**src/rtl/mem_access_unit_if.sv**
```systemverilog
// Load/store bus between the CPU memory stage, mem_access_unit and data_ram.
// The slave modport is the unit's own view; master is the CPU/RAM side.
interface mem_access_unit_if;
    logic        req_valid;
    logic        req_ready;
    logic        req_we;
    logic [1:0]  req_size;
    logic        req_signed;
    logic [31:0] req_addr;
    logic [31:0] req_wdata;
    logic        resp_valid;
    logic        resp_err;
    logic [31:0] resp_rdata;
    logic        ram_we;
    logic [31:0] ram_addr;
    logic [31:0] ram_din;
    logic [31:0] ram_dout;

    modport slave (
        input  req_valid, req_we, req_size, req_signed, req_addr, req_wdata, ram_dout,
        output req_ready, resp_valid, resp_err, resp_rdata, ram_we, ram_addr, ram_din
    );

    modport master (
        output req_valid, req_we, req_size, req_signed, req_addr, req_wdata, ram_dout,
        input  req_ready, resp_valid, resp_err, resp_rdata, ram_we, ram_addr, ram_din
    );
endinterface

```
**src/rtl/mem_access_unit.sv**
```systemverilog
// Load/store initiator: checks each request, performs word accesses on data_ram
// (read-modify-write for sub-word stores) and returns extended load data.
module mem_access_unit #(
    parameter int ADDR_WIDTH = 5
) (
    input  logic              clk,
    input  logic              rst_n,
    mem_access_unit_if.slave  bus
);

    typedef enum logic [1:0] {
        IDLE = 2'd0,
        RD   = 2'd1,
        WR   = 2'd2,
        RESP = 2'd3
    } state_t;

    state_t      state_r, state_next_s;
    logic        we_r, signed_r, err_r;
    logic [1:0]  size_r, lane_r;
    logic [15:0] wdata_r;
    logic [31:0] data_r, data_next_s;
    logic        accept_s, req_err_s;
    logic        req_ready_r, req_ready_s;
    logic        resp_valid_r, resp_valid_s;
    logic        resp_err_r, resp_err_s;
    logic [31:0] resp_rdata_r, resp_rdata_s;
    logic        ram_we_r, ram_we_s;
    logic [31:0] ram_addr_r, ram_addr_s;
    logic [31:0] ram_din_r, ram_din_s;

    function automatic logic check_err_f(input logic [31:0] addr, input logic [1:0] size);
        logic bad;
        case (size)
            2'b00:   bad = 1'b0;
            2'b01:   bad = addr[0];
            2'b10:   bad = (addr[1:0] != 2'b00);
            default: bad = 1'b1;
        endcase
        return bad | ((addr >> (ADDR_WIDTH + 2)) != 32'd0);
    endfunction

    function automatic logic [31:0] extract_f(input logic [31:0] word, input logic [1:0] lane,
                                              input logic [1:0] size, input logic sgn);
        logic [31:0] res;
        logic [7:0]  b;
        logic [15:0] h;
        b = word[{lane, 3'b000} +: 8];
        h = word[{lane[1], 4'b0000} +: 16];
        case (size)
            2'b00:   res = {{24{sgn & b[7]}}, b};
            2'b01:   res = {{16{sgn & h[15]}}, h};
            default: res = word;
        endcase
        return res;
    endfunction

    function automatic logic [31:0] merge_f(input logic [31:0] word, input logic [1:0] lane,
                                            input logic [1:0] size, input logic [15:0] wdata);
        logic [31:0] res;
        res = word;
        case (size)
            2'b00:   res[{lane, 3'b000} +: 8] = wdata[7:0];
            2'b01:   res[{lane[1], 4'b0000} +: 16] = wdata;
            default: res = word;
        endcase
        return res;
    endfunction

    assign accept_s  = (state_r == IDLE) && bus.req_valid && req_ready_r;
    assign req_err_s = check_err_f(bus.req_addr, bus.req_size);

    // State register
    always_ff @(posedge clk or negedge rst_n) begin
        if (!rst_n) begin
            state_r <= IDLE;
        end else begin
            state_r <= state_next_s;
        end
    end

    // Next-state decision
    always_comb begin
        state_next_s = state_r;
        case (state_r)
            IDLE: begin
                if (!accept_s) begin
                    state_next_s = IDLE;
                end else if (req_err_s) begin
                    state_next_s = RESP;
                end else if (bus.req_we && (bus.req_size == 2'b10)) begin
                    state_next_s = WR;
                end else begin
                    state_next_s = RD;
                end
            end
            RD:      state_next_s = we_r ? WR : RESP;
            WR:      state_next_s = RESP;
            RESP:    state_next_s = IDLE;
            default: state_next_s = IDLE;
        endcase
    end

    // Next values of the registered outputs; the response trails the RESP state by one edge
    always_comb begin
        ram_we_s     = (state_next_s == WR);
        req_ready_s  = (state_next_s == IDLE) && (state_r != RESP);
        resp_valid_s = (state_r == RESP);
        resp_err_s   = (state_r == RESP) && err_r;
        resp_rdata_s = ((state_r == RESP) && !err_r && !we_r) ? data_r : 32'd0;
        if (accept_s && !req_err_s) begin
            ram_addr_s = {2'b00, bus.req_addr[31:2]};
        end else begin
            ram_addr_s = ram_addr_r;
        end
        if (accept_s && !req_err_s && bus.req_we && (bus.req_size == 2'b10)) begin
            ram_din_s = bus.req_wdata;
        end else if ((state_r == RD) && we_r) begin
            ram_din_s = merge_f(bus.ram_dout, lane_r, size_r, wdata_r);
        end else begin
            ram_din_s = ram_din_r;
        end
        if ((state_r == RD) && !we_r) begin
            data_next_s = extract_f(bus.ram_dout, lane_r, size_r, signed_r);
        end else begin
            data_next_s = data_r;
        end
    end

    // Request latch and captured load data
    always_ff @(posedge clk or negedge rst_n) begin
        if (!rst_n) begin
            we_r     <= 1'b0;
            signed_r <= 1'b0;
            err_r    <= 1'b0;
            size_r   <= 2'b00;
            lane_r   <= 2'b00;
            wdata_r  <= 16'd0;
            data_r   <= 32'd0;
        end else begin
            if (accept_s) begin
                we_r     <= bus.req_we;
                signed_r <= bus.req_signed;
                err_r    <= req_err_s;
                size_r   <= bus.req_size;
                lane_r   <= bus.req_addr[1:0];
                wdata_r  <= bus.req_wdata[15:0];
            end
            data_r <= data_next_s;
        end
    end

    // Output registers
    always_ff @(posedge clk or negedge rst_n) begin
        if (!rst_n) begin
            req_ready_r  <= 1'b1;
            resp_valid_r <= 1'b0;
            resp_err_r   <= 1'b0;
            resp_rdata_r <= 32'd0;
            ram_we_r     <= 1'b0;
            ram_addr_r   <= 32'd0;
            ram_din_r    <= 32'd0;
        end else begin
            req_ready_r  <= req_ready_s;
            resp_valid_r <= resp_valid_s;
            resp_err_r   <= resp_err_s;
            resp_rdata_r <= resp_rdata_s;
            ram_we_r     <= ram_we_s;
            ram_addr_r   <= ram_addr_s;
            ram_din_r    <= ram_din_s;
        end
    end

    assign bus.req_ready  = req_ready_r;
    assign bus.resp_valid = resp_valid_r;
    assign bus.resp_err   = resp_err_r;
    assign bus.resp_rdata = resp_rdata_r;
    assign bus.ram_we     = ram_we_r;
    assign bus.ram_addr   = ram_addr_r;
    assign bus.ram_din    = ram_din_r;

endmodule

```
**src/flat_wrapper.sv**
```systemverilog
// flat-port wrapper written by rule: the top's interface ports become plain ports
module mem_access_unit_flat 
#(
    parameter int ADDR_WIDTH = 5
)
  (clk, rst_n, bus_req_valid, bus_req_we, bus_req_size, bus_req_signed, bus_req_addr, bus_req_wdata, bus_ram_dout, bus_req_ready, bus_resp_valid, bus_resp_err, bus_resp_rdata, bus_ram_we, bus_ram_addr, bus_ram_din);
  mem_access_unit_if bus_i ();
  input  logic clk;
  input  logic rst_n;
  input wire logic [$bits(bus_i.req_valid)-1:0] bus_req_valid;
  input wire logic [$bits(bus_i.req_we)-1:0] bus_req_we;
  input wire logic [$bits(bus_i.req_size)-1:0] bus_req_size;
  input wire logic [$bits(bus_i.req_signed)-1:0] bus_req_signed;
  input wire logic [$bits(bus_i.req_addr)-1:0] bus_req_addr;
  input wire logic [$bits(bus_i.req_wdata)-1:0] bus_req_wdata;
  input wire logic [$bits(bus_i.ram_dout)-1:0] bus_ram_dout;
  output wire logic [$bits(bus_i.req_ready)-1:0] bus_req_ready;
  output wire logic [$bits(bus_i.resp_valid)-1:0] bus_resp_valid;
  output wire logic [$bits(bus_i.resp_err)-1:0] bus_resp_err;
  output wire logic [$bits(bus_i.resp_rdata)-1:0] bus_resp_rdata;
  output wire logic [$bits(bus_i.ram_we)-1:0] bus_ram_we;
  output wire logic [$bits(bus_i.ram_addr)-1:0] bus_ram_addr;
  output wire logic [$bits(bus_i.ram_din)-1:0] bus_ram_din;
  assign bus_i.req_valid = bus_req_valid;
  assign bus_i.req_we = bus_req_we;
  assign bus_i.req_size = bus_req_size;
  assign bus_i.req_signed = bus_req_signed;
  assign bus_i.req_addr = bus_req_addr;
  assign bus_i.req_wdata = bus_req_wdata;
  assign bus_i.ram_dout = bus_ram_dout;
  assign bus_req_ready = bus_i.req_ready;
  assign bus_resp_valid = bus_i.resp_valid;
  assign bus_resp_err = bus_i.resp_err;
  assign bus_resp_rdata = bus_i.resp_rdata;
  assign bus_ram_we = bus_i.ram_we;
  assign bus_ram_addr = bus_i.ram_addr;
  assign bus_ram_din = bus_i.ram_din;
  mem_access_unit #(.ADDR_WIDTH(ADDR_WIDTH)) u_core (.clk(clk), .rst_n(rst_n), .bus(bus_i));
endmodule
```
**config.mk**
```make
export PLATFORM = sky130hd
export DESIGN_NAME = mem_access_unit_flat
export DESIGN_NICKNAME = d
export VERILOG_FILES = /design/src/rtl/mem_access_unit_if.sv /design/src/rtl/mem_access_unit.sv /design/src/flat_wrapper.sv
export SDC_FILE = /design/constraint.sdc
export NUM_CORES = 1
export LEC_CHECK = 0
export ABC_CLOCK_PERIOD_IN_PS = 2450
export BUFFER_PORTS_ARGS = -buffer_cell sky130_fd_sc_hd__buf_4
export CAP_MARGIN = 25
export CELL_PAD_IN_SITES_DETAIL_PLACEMENT = 0
export CELL_PAD_IN_SITES_GLOBAL_PLACEMENT = 1
export CORE_MARGIN = 4
export CORE_UTILIZATION = 35
export DETAILED_ROUTE_END_ITERATION = 8
export GPL_TIMING_DRIVEN = 1
export HOLD_SLACK_MARGIN = 0.05
export PLACE_DENSITY = 0.86
export SYNTH_ARGS = -nofsm -noshare
export SYNTH_HDL_FRONTEND = slang
export SYNTH_SLANG_ARGS = --single-unit
```
**constraint.sdc**
```tcl
create_clock -name clk -period 2.45 [get_ports clk]
set_clock_uncertainty 0.15 [all_clocks]
set_input_delay 0.6125 -clock clk [delete_from_list [all_inputs] [get_ports clk]]
set_output_delay 0.6125 -clock clk [all_outputs]
set_load 0.01 [all_outputs]
```
# Yosys cells after proc, flatten, opt, wreduce, memory -nomap -nowiden
# Index checks and enable logic that the tools add are counted.
[word_totals]
ff_bits = 155
latchBits = 0
ramBits = 0
romBits = 0
input_bits = 103
output_inout_bits = 100
mem_count = 0
[op_classes]
n_addsub = 2
mul = 0
div = 0
magnitude_cmp = 0
eq_ne = 8
shift = 6
n_mux = 13
bitwise = 3
reduce_logical = 22
[ops]
columns = ["cell", "count"]
rows = [
  ["$pmux 32 s2", 2],
  ["$mux 32", 3],
  ["$bwmux 32", 2],
  ["$reduce_bool 32->1", 1],
  ["$shift 16x7->32 const A", 1],
  ["$shift 8x7->32 const A", 1],
  ["$shiftx 16x7->32", 1],
  ["$shiftx 32x6->16", 1],
  ["$shiftx 32x6->8", 1],
  ["$shiftx 8x7->32", 1],
  ["$neg 5->7", 2],
  ["$logic_and 1x1->1", 12],
  ["$eq 2x2->1 const B", 4],
  ["$logic_not 2->1", 4],
  ["$pmux 2 s4", 1],
  ["$eq 2x1->1 const B", 3],
  ["$mux 2", 3],
  ["$reduce_bool 2->1", 2],
  ["$logic_not 1->1", 3],
  ["$pmux 1 s3", 1],
  ["$and 1x1->1", 2],
  ["$ne 2x2->1 const B", 1],
  ["$mux 1", 1],
  ["$or 1x1->1", 1],
]

# Depth between registers and ports, before layout
# Gate-level depths: netlist of the first run.
[logic_depth]
ltp_word = 8
depth_mapped = 10
mapped_depth_nobuf = 7

# Worst setup path before layout of the first run
# OpenSTA, ideal clock, no wires.
[synth_timing]
path_kind = "reg2reg"
startpoint = "register u_core.lane_r[1]"
endpoint = "register u_core.ram_din_r[16] (netlist: u_core.bus.ram_din[16])"
setup_ns = 0.077
arrival_ns = 2.307
setup_slack_ns = -0.084
path_stages_with_launch = 10
path_cell_list = "dfrtp_1 > buf_2 > buf_2 > inv_1 > ha_1 > nor3b_1 > a41oi_1 > nor2_1 > a222oi_1 > a21oi_1"
[synth_via]
elab_chain_cells = 6
word_cells_on_any_way = 11
classes_between = "add/sub: 2; shift: 4; mux: 5"
[synth_lines]
columns = ["element", "line", "rtl"]
rows = [
  ["start: declaration", "mem_access_unit.sv:20", "logic [1:0] size_r, lane_r;"],
  ["start signal: assignment", "mem_access_unit.sv:146", "lane_r <= bus.req_addr[1:0];"],
  ["$neg 5->7 (on tied branches)", "mem_access_unit.sv:64, mem_access_unit.sv:63", ""],
  ["$shiftx 16x7->32, or another cell as far along", "mem_access_unit.sv:64", "2'b01: res[{lane[1], 4'b0000} +: 16] = wdata;"],
  ["$bwmux 32 (on tied branches)", "mem_access_unit.sv:64, mem_access_unit.sv:63", ""],
  ["$pmux 32 s2 (*)", "mem_access_unit.sv:62", "case (size)"],
  ["$mux 32 (*)", "mem_access_unit.sv:118", "end else if ((state_r == RD) && we_r) begin"],
  ["$mux 32 (*)", "mem_access_unit.sv:116", "if (accept_s && !req_err_s && bus.req_we && (bus.req_size == 2'b10)) begin"],
  ["end signal: assignment", "mem_access_unit.sv:170", "ram_din_r <= ram_din_s;"],
  ["end: declaration", "mem_access_unit.sv:30", "logic [31:0] ram_din_r, ram_din_s;"],
]
# Mark *: on every way between the ends. The rest lies on a longest branch, timed or not. The select of a mux whose other input is x is not followed.
# A chain may end at the register's enable or synchronous reset.

# Final worst setup path of the first run
[layout_timing]
startpoint = "register u_core.lane_r[0]"
endpoint = "register u_core.ram_din_r[24] (netlist: u_core.bus.ram_din[24])"
[layout_via]
elab_chain_cells = 6
word_cells_on_any_way = 7
classes_between = "add/sub: 1; shift: 2; mux: 4"
[layout_lines]
columns = ["element", "line", "rtl"]
rows = [
  ["$neg 5->7 (*)", "mem_access_unit.sv:63", "2'b00: res[{lane, 3'b000} +: 8] = wdata[7:0];"],
  ["$shiftx 8x7->32 / $shift 8x7->32 (equally long branches)", "mem_access_unit.sv:63", ""],
  ["$bwmux 32 (*)", "mem_access_unit.sv:63", ""],
  ["$pmux 32 s2 (*)", "mem_access_unit.sv:62", ""],
  ["$mux 32 (*)", "mem_access_unit.sv:118", ""],
  ["$mux 32 (*)", "mem_access_unit.sv:116", ""],
]
# Marks and branches as above.

==> results of run 1 <==
==> placed cells by master (no fill, tap or decap), types with 5 or more instances in the layout <==
cell and instances:
a21oi_1 45, a221oi_1 16, a222oi_1 8, a22o_1 6
a22oi_1 5, a31oi_1 12, a41oi_1 5, and2_1 34
and3_1 10, buf_4 231, clkbuf_16 17, dfrtp_1 154
ha_1 9, inv_1 5, mux2_2 12, nand2_1 107
nand2b_1 7, nand3_1 31, nor2_1 64, nor2b_1 31
nor3_1 12, o21ai_0 29, o22ai_1 9
==> report_power, final <==
group          switching [µW]  total [µW]  internal, µW
clock                    1030        2850          1820
combinational            1990        3540          1560
sequential                582        3830          3250
total                    3600       10200          6620
==> cells by family (layout without fill, tap and decap cells) <==
group	count (synthesis)	count (layout)
compound gates	150	150
fa+ha+maj	9	9
buf+inv	55	274
flops	155	155
mux	19	19
other cells	1	2
simple gates	319	319
==> cell type report <==
cell class                 instances  area (µm²)
clock buffer                      22       484.2
clock inverter                    10       162.7
fill                            1846        9975
inverter                           5       18.77
multi-input combinational        499        2903
sequential                       155        3880
tap                              265       331.6
timing repair buffer             237        1836
==> routing by layer <==
layer	routed length (µm)	GRT usage (%)	up-vias
li1	-	-	2896
met3	2078	4.785	29
met4	407	6.679	0
met2	10320	31.06	261
met5	0	0	-
met1	9546	27.79	2973
==> worst min-delay path: stages <==
cell,delay [ns]
buf_4,0.08
nand2_1,0.04
nand2_1,0.04
==> what timing repair did <==
item / 4_1_cts / 5_1_grt
gates resized for setup: 0 / 1
hold buffers: 1 / 0
endpoints found under the hold margin: 46 / 0
endpoints found under the setup margin: 0 / 15
==> stage by stage <==
stage / worst slack [ns] / cell area, µm² / power (µW)
6_report: 0.04803 / 9615 / 10230
5_1_grt: -0.07534 / 9615 / 10850
4_1_cts: 0.0009925 / 9613 / 10260
3_5_place_dp: -0.2274 / 8956 / 7393
3_3_place_gp: -0.1671 / 8956 / 7310
2_1_floorplan: 0.06342 / 7038 / 5908
==> registers in the layout (all words and copies together) (netlist names) <==
register,count
u_core.bus.ram_din,32
u_core.bus.resp_rdata,32
u_core.data_r,32
u_core.bus.ram_addr,30
u_core.wdata_r,16
u_core.lane_r,2
u_core.size_r,2
u_core.state_r,2
u_core.bus.ram_we,1
u_core.bus.req_ready,1
u_core.bus.resp_err,1
u_core.bus.resp_valid,1
u_core.err_r,1
u_core.signed_r,1
u_core.we_r,1
==> worst max path at each step <==
| stage | from | cells after the start | to | slack [ns] |
|---|---|---|---|---|
| 3_3_place_gp | bus_req_addr[7] | 6 | u_core.bus.ram_din[29] | -0.17 |
| 6_report | u_core.lane_r[0] | 7 | u_core.bus.ram_din[24] | 0.05 |
| 4_1_cts | u_core.lane_r[0] | 7 | u_core.bus.ram_din[22] | 0.001 |
| 3_5_place_dp | bus_req_addr[7] | 8 | u_core.bus.ram_din[4] | -0.23 |
| 5_1_grt | u_core.lane_r[0] | 7 | u_core.bus.ram_din[27] | -0.08 |
| 2_1_floorplan | u_core.lane_r[1] | 10 | u_core.bus.ram_din[29] | 0.06 |
==> flow_metrics.py, run 1 <==
metrics = {
    "global_route": {
        "gr-total-overflow": 0,
        "grt_pass1_wl_mm": 34.09,
        "antenna_found_initial": 0,
        "grt_max_degree": 51,
        "grt_usage_pct": 20.04,
        "grt_pass1_vias": 6041,
    },
    "yosys": {
        "synth_top_cell_by_area": "dfrtp_1",
        "synthSimpleGateAreaFrac_pct": 22.14,
        "yosysSeqAreaShare_pct": 55.20,
        "synth_compound_area_share_pct": 13.90,
        "yosysMostFrequentCell": "dfrtp_1",
        "synth_xor_area_share_pct": 0,
        "avgSynthCellArea_um2": 9.928,
        "synthDistinctLibCells": 49,
        "synth_cells": 708,
        "synth_enable_flop_cells": 0,
        "synth.area.mux_share_pct": 3.329,
        "synthTopCellsByArea": "dfrtp_1, nand2_1, nor2_1",
        "synth_top_family_by_area": "simple AND/OR/NAND/NOR gates",
        "ys_ff_latch": 155,
        "synth_fa_ha_area_share_pct": 1.602,
        "synth_area_um2": 7029,
        "synth_top_cell_area_share_pct": 54.82,
        "synthFlopType": "dfrtp_1",
        "synthTopCellsByCount": "dfrtp_1, nand2_1, nor2_1, a21oi_1, and2_1",
        "yosysWarnings": 0,
        "async_flop_share_pct": 100.0,
    },
    "timing": {
        "hold_slack_ns": 0.2394,
        "fin_crit_sh_pct": 98.04,
        "setup_viol": 0,
        "finalHoldViolCount": 0,
        "layout_min_cycle_time_ns": 2.402,
        "drv_slew": 0,
        "max_freq_mhz": 416.3,
        "rsz0062_at_grt": "true",
        "worst_pin_slew_ns": 0.6604,
        "max_slew_margin_pct": 55.63,
        "fin_setup_tns_ns": 0,
    },
    "hold_path": {
        "hold_depth": 3,
        "hold_class": "in -> reg",
        "min_to": "u_core.we_r",
        "min_from": "bus_req_we",
    },
    "place": {
        "dp.cells": 1160,
        "port_buffers": 200,
        "dp_hpwl_mm": 17.01,
        "gp_congestion": 0.8789,
    },
    "floorplanning": {
        "coreArea_um2": 19590,
        "io_pins": 203,
        "start_util_pct": 35.88,
        "die_y_um": 149.7,
        "die_w_um": 149.7,
        "die-area_um2": 22410,
        "num_rows": 51,
    },
    "drt": {
        "wl_per_cell_um": 18.74,
        "vias": 6159,
        "drtIter0Drc": 522,
        "routed_via_density": 5.163,
        "drt-total-wl_mm": 22.36,
        "drc": 0,
        "detail_route.first_pass.iterations": 6,
        "ant_nets": 0,
    },
    "setup_path": {
        "critical_path_buf_inv_count": 1,
        "r2r_cells": 7,
        "slowest_stage": "dfrtp_1",
        "crit_required_ns": 2.61,
        "r2r-end": "u_core.bus.ram_din[24]",
        "path_max_fanout": 8,
        "path_delay_family": "compound AO/OA/AOI/OAI gates",
        "path_cells": "inv_1, ha_1, nor3b_1, and3_1, a221oi_1, a21oi_1, mux2_2",
        "critical_path_class": "reg -> reg",
        "reg2reg_slack_ns": 0.05,
        "arrival_ns": 2.56,
        "r2r_start": "u_core.lane_r[0]",
        "slowest_delay_ns": 0.46,
        "critPathLaunchType": "flip-flop",
        "crit_path_end_kind": "flip-flop",
    },
    "clocking": {
        "clock_latency_ns": 0.42,
        "cts_buffers": 17,
        "clock-root-buffer": "clkbuf_16",
        "cts_setup_buffers": 0,
        "htreeDepth": 4,
        "cts_buffer_depth": 2,
        "cts.sinks": 155,
        "cts_tree": "yes",
        "clk_pin_slew_ns": 0.06,
    },
    "finish": {
        "fin_cells": 1193,
        "final_util_pct": 49.08,
        "syn_to_final_growth_pct": 36.79,
        "drive_gt1_share_pct": 31.47,
        "nets": 1027,
        "diodes": 0,
    },
    "job": {
        "drv_cap": 0,
    },
    "power": {
        "irDropWorstVdd_mv": 0.4389,
        "power_leakage_uw": 0.004809,
        "powerDensity_nw_per_um2": 1064,
    },
    "status": {
        "status": "finished, final reports clean",
    },
}
No activity file was read; power rests on OpenSTA's default activity.
==> run 2, diff against run 1 <==
--- a/config.mk
+++ b/config.mk
@@ -16,6 +16,7 @@
 export GPL_TIMING_DRIVEN = 1
 export HOLD_SLACK_MARGIN = 0.05
 export PLACE_DENSITY = 0.86
+export RECOVER_POWER = 25
 export SYNTH_ARGS = -nofsm -noshare
 export SYNTH_HDL_FRONTEND = slang
 export SYNTH_SLANG_ARGS = --single-unit
==> flow_metrics.py, run 2 (synthesized netlist as in run 1, its figures left out) <==
metrics = {
    "finish": {
        "fin_cells": 1193,
        "nets": 1027,
        "final_cell_mix": "buf_4, dfrtp_1, nand2_1",
        "diodes": 0,
        "mostFrequentLayoutCell": "buf_4",
        "syn_to_final_growth_pct": 36.45,
        "drive_gt1_share_pct": 31.25,
        "final_cell_area_um2": 9592,
        "num-fill-cells": 1848,
    },
    "hold_path": {
        "min_to": "u_core.we_r",
        "hold_class": "in -> reg",
        "hold_depth": 3,
        "min_from": "bus_req_we",
    },
    "floorplanning": {
        "coreArea_um2": 19590,
        "start_util_pct": 35.88,
        "num_rows": 51,
        "io_pins": 203,
        "die_w_um": 149.7,
        "die_y_um": 149.7,
        "die-area_um2": 22410,
    },
    "setup_path": {
        "r2r-end": "u_core.bus.ram_din[24]",
        "crit_required_ns": 2.60,
        "path_cells": "inv_1, ha_1, nor3b_1, and3_1, a221oi_1, a21oi_1, mux2_2",
        "critPathLaunchType": "flip-flop",
        "slowest_delay_ns": 0.45,
        "r2r_cells": 7,
        "path_max_fanout": 8,
        "critical_path_class": "reg -> reg",
        "slowest_stage": "dfrtp_1",
        "r2r_start": "u_core.lane_r[0]",
        "reg2reg_slack_ns": 0.06,
        "arrival_ns": 2.55,
        "crit_path_end_kind": "flip-flop",
    },
    "place": {
        "dp_hpwl_mm": 17.01,
        "gp_congestion": 0.8789,
        "dpl_cell_area_um2": 8956,
        "port_buffers": 200,
        "dp.cells": 1160,
    },
    "timing": {
        "max_slew_margin_pct": 14.12,
        "setup_viol": 0,
        "layout_min_cycle_time_ns": 2.394,
        "drv_slew": 0,
        "worst_pin_slew_ns": 1.288,
        "rsz0062_at_grt": "true",
        "finalHoldViolCount": 0,
        "hold_slack_ns": 0.2394,
        "fin_crit_sh_pct": 97.70,
        "max_freq_mhz": 417.8,
    },
    "global_route": {
        "antenna_found_initial": 0,
        "grt_pass1_vias": 6041,
        "grt_max_degree": 51,
        "grt_usage_pct": 20.04,
        "gr-total-overflow": 0,
        "grt_pass1_wl_mm": 34.09,
    },
    "power": {
        "intPower_uw": 6621,
        "power_leakage_uw": 0.004774,
        "irDropWorstVdd_mv": 0.4394,
        "p_seq_share_pct": 37.4,
        "switching_share_pct": 35.31,
        "powerDensity_nw_per_um2": 1067,
        "combPwrFrac_pct": 34.7,
        "p_sw_uw": 3613,
        "clkPwrFrac_pct": 27.8,
    },
    "drt": {
        "ant_nets": 0,
        "wl_per_cell_um": 18.75,
        "drt-total-wl_mm": 22.37,
        "drc": 0,
        "routed_via_density": 5.168,
        "detail_route.first_pass.iterations": 6,
        "drtIter0Drc": 599,
        "vias": 6165,
    },
    "clocking": {
        "cts.sinks": 155,
        "clk_pin_slew_ns": 0.06,
        "cts_buffers": 17,
        "cts_setup_buffers": 0,
        "clock-root-buffer": "clkbuf_16",
        "cts_tree": "yes",
        "cts_buffer_depth": 2,
        "clock_latency_ns": 0.42,
        "htreeDepth": 4,
    },
    "job": {
        "drv_cap": 0,
    },
    "status": {
        "status": "finished, final reports clean",
    },
}
==> run 2: changes by cell type in the layout (fill, tap and decap cells not counted) <==
cell / before / now
nor3b_1: 2 / 3
clkbuf_1: 1 / 2
clkbuf_2: 0 / 1
and2_0: 0 / 24
and2_1: 34 / 10
buf_4: 231 / 230
nor3b_2: 2 / 1
buf_12: 4 / 3
==> run 2: how the worst max path moves through the flow <==
stage | depth (start not counted) | from | slack, ns | end
finish | 7 | u_core.lane_r[0] | 0.06 | u_core.bus.ram_din[24]
global route | 7 | u_core.lane_r[0] | -0.08 | u_core.bus.ram_din[27]
CTS | 7 | u_core.lane_r[0] | 0.001 | u_core.bus.ram_din[22]
detailed placement | 8 | bus_req_addr[7] | -0.23 | u_core.bus.ram_din[4]
global placement | 6 | bus_req_addr[7] | -0.17 | u_core.bus.ram_din[29]
floorplan | 10 | u_core.lane_r[1] | 0.06 | u_core.bus.ram_din[29]
==> run 2: layout make-up <==
type / instances / area (µm²) / area share, %
Clock buffer: 22 / 484.2 / 5.048
Inverter: 5 / 18.77 / 0.1957
Tap cell: 265 / 331.6 / 3.457
Sequential cell: 155 / 3880 / 40.45
Multi-Input combinational cell: 499 / 2898 / 30.21
Clock inverter: 10 / 162.7 / 1.696
Timing Repair Buffer: 237 / 1817 / 18.94
==> run 2: through the flow <==
stage	util (%)	setup WS [ns]	TNS [ns]	power [µW]
2_1_floorplan	-	0.06342	0	5908
3_3_place_gp	45.72	-0.1671	-4.740	7310
3_5_place_dp	45.72	-0.2274	-8.470	7393
4_1_cts	49.07	0.0009925	0	10260
5_1_grt	48.96	-0.07534	-0.3354	10850
6_report	48.96	0.05624	0	10230
==> run 2: power groups by stage <==
stage | combinational [µW] | sequential [µW] | clock [µW]
2_1_floorplan | 2170 | 3740 | 0
3_3_place_gp | 3470 | 3840 | 0
3_5_place_dp | 3530 | 3860 | 0
4_1_cts | 3550 | 3820 | 2880
5_1_grt | 3950 | 3920 | 2990
6_report | 3560 | 3830 | 2850
==> run 2: critical path: cells and delay by family (launching register included) <==
family	cells	cell delay (ns)
muxes	1	0.27
adders and majority gates	1	0.37
and+or+nand+nor	2	0.36
DFF	1	0.45
AOI/OAI and AO/OA	2	0.52
buffers and inverters	1	0.16
==> run 2: repair_timing <==
action / CTS / global route
endpoints found under the setup margin: 0 / 15
resized for setup: 0 / 1
hold buffers: 1 / 0
hold endpoints to repair: 46 / 0
==> run 2: routing by layer <==
metal / global-route usage, % / wire length [µm] / share of wire, % / vias to the layer above
met3: 4.785 / 1810 / 8.1 / 28
met5: 0 / 0 / 0 / -
met1: 27.79 / 9796 / 44 / 3002
met2: 31.06 / 10340 / 46 / 234
li1: - / - / - / 2901
met4: 6.679 / 421 / 1.9 / 0
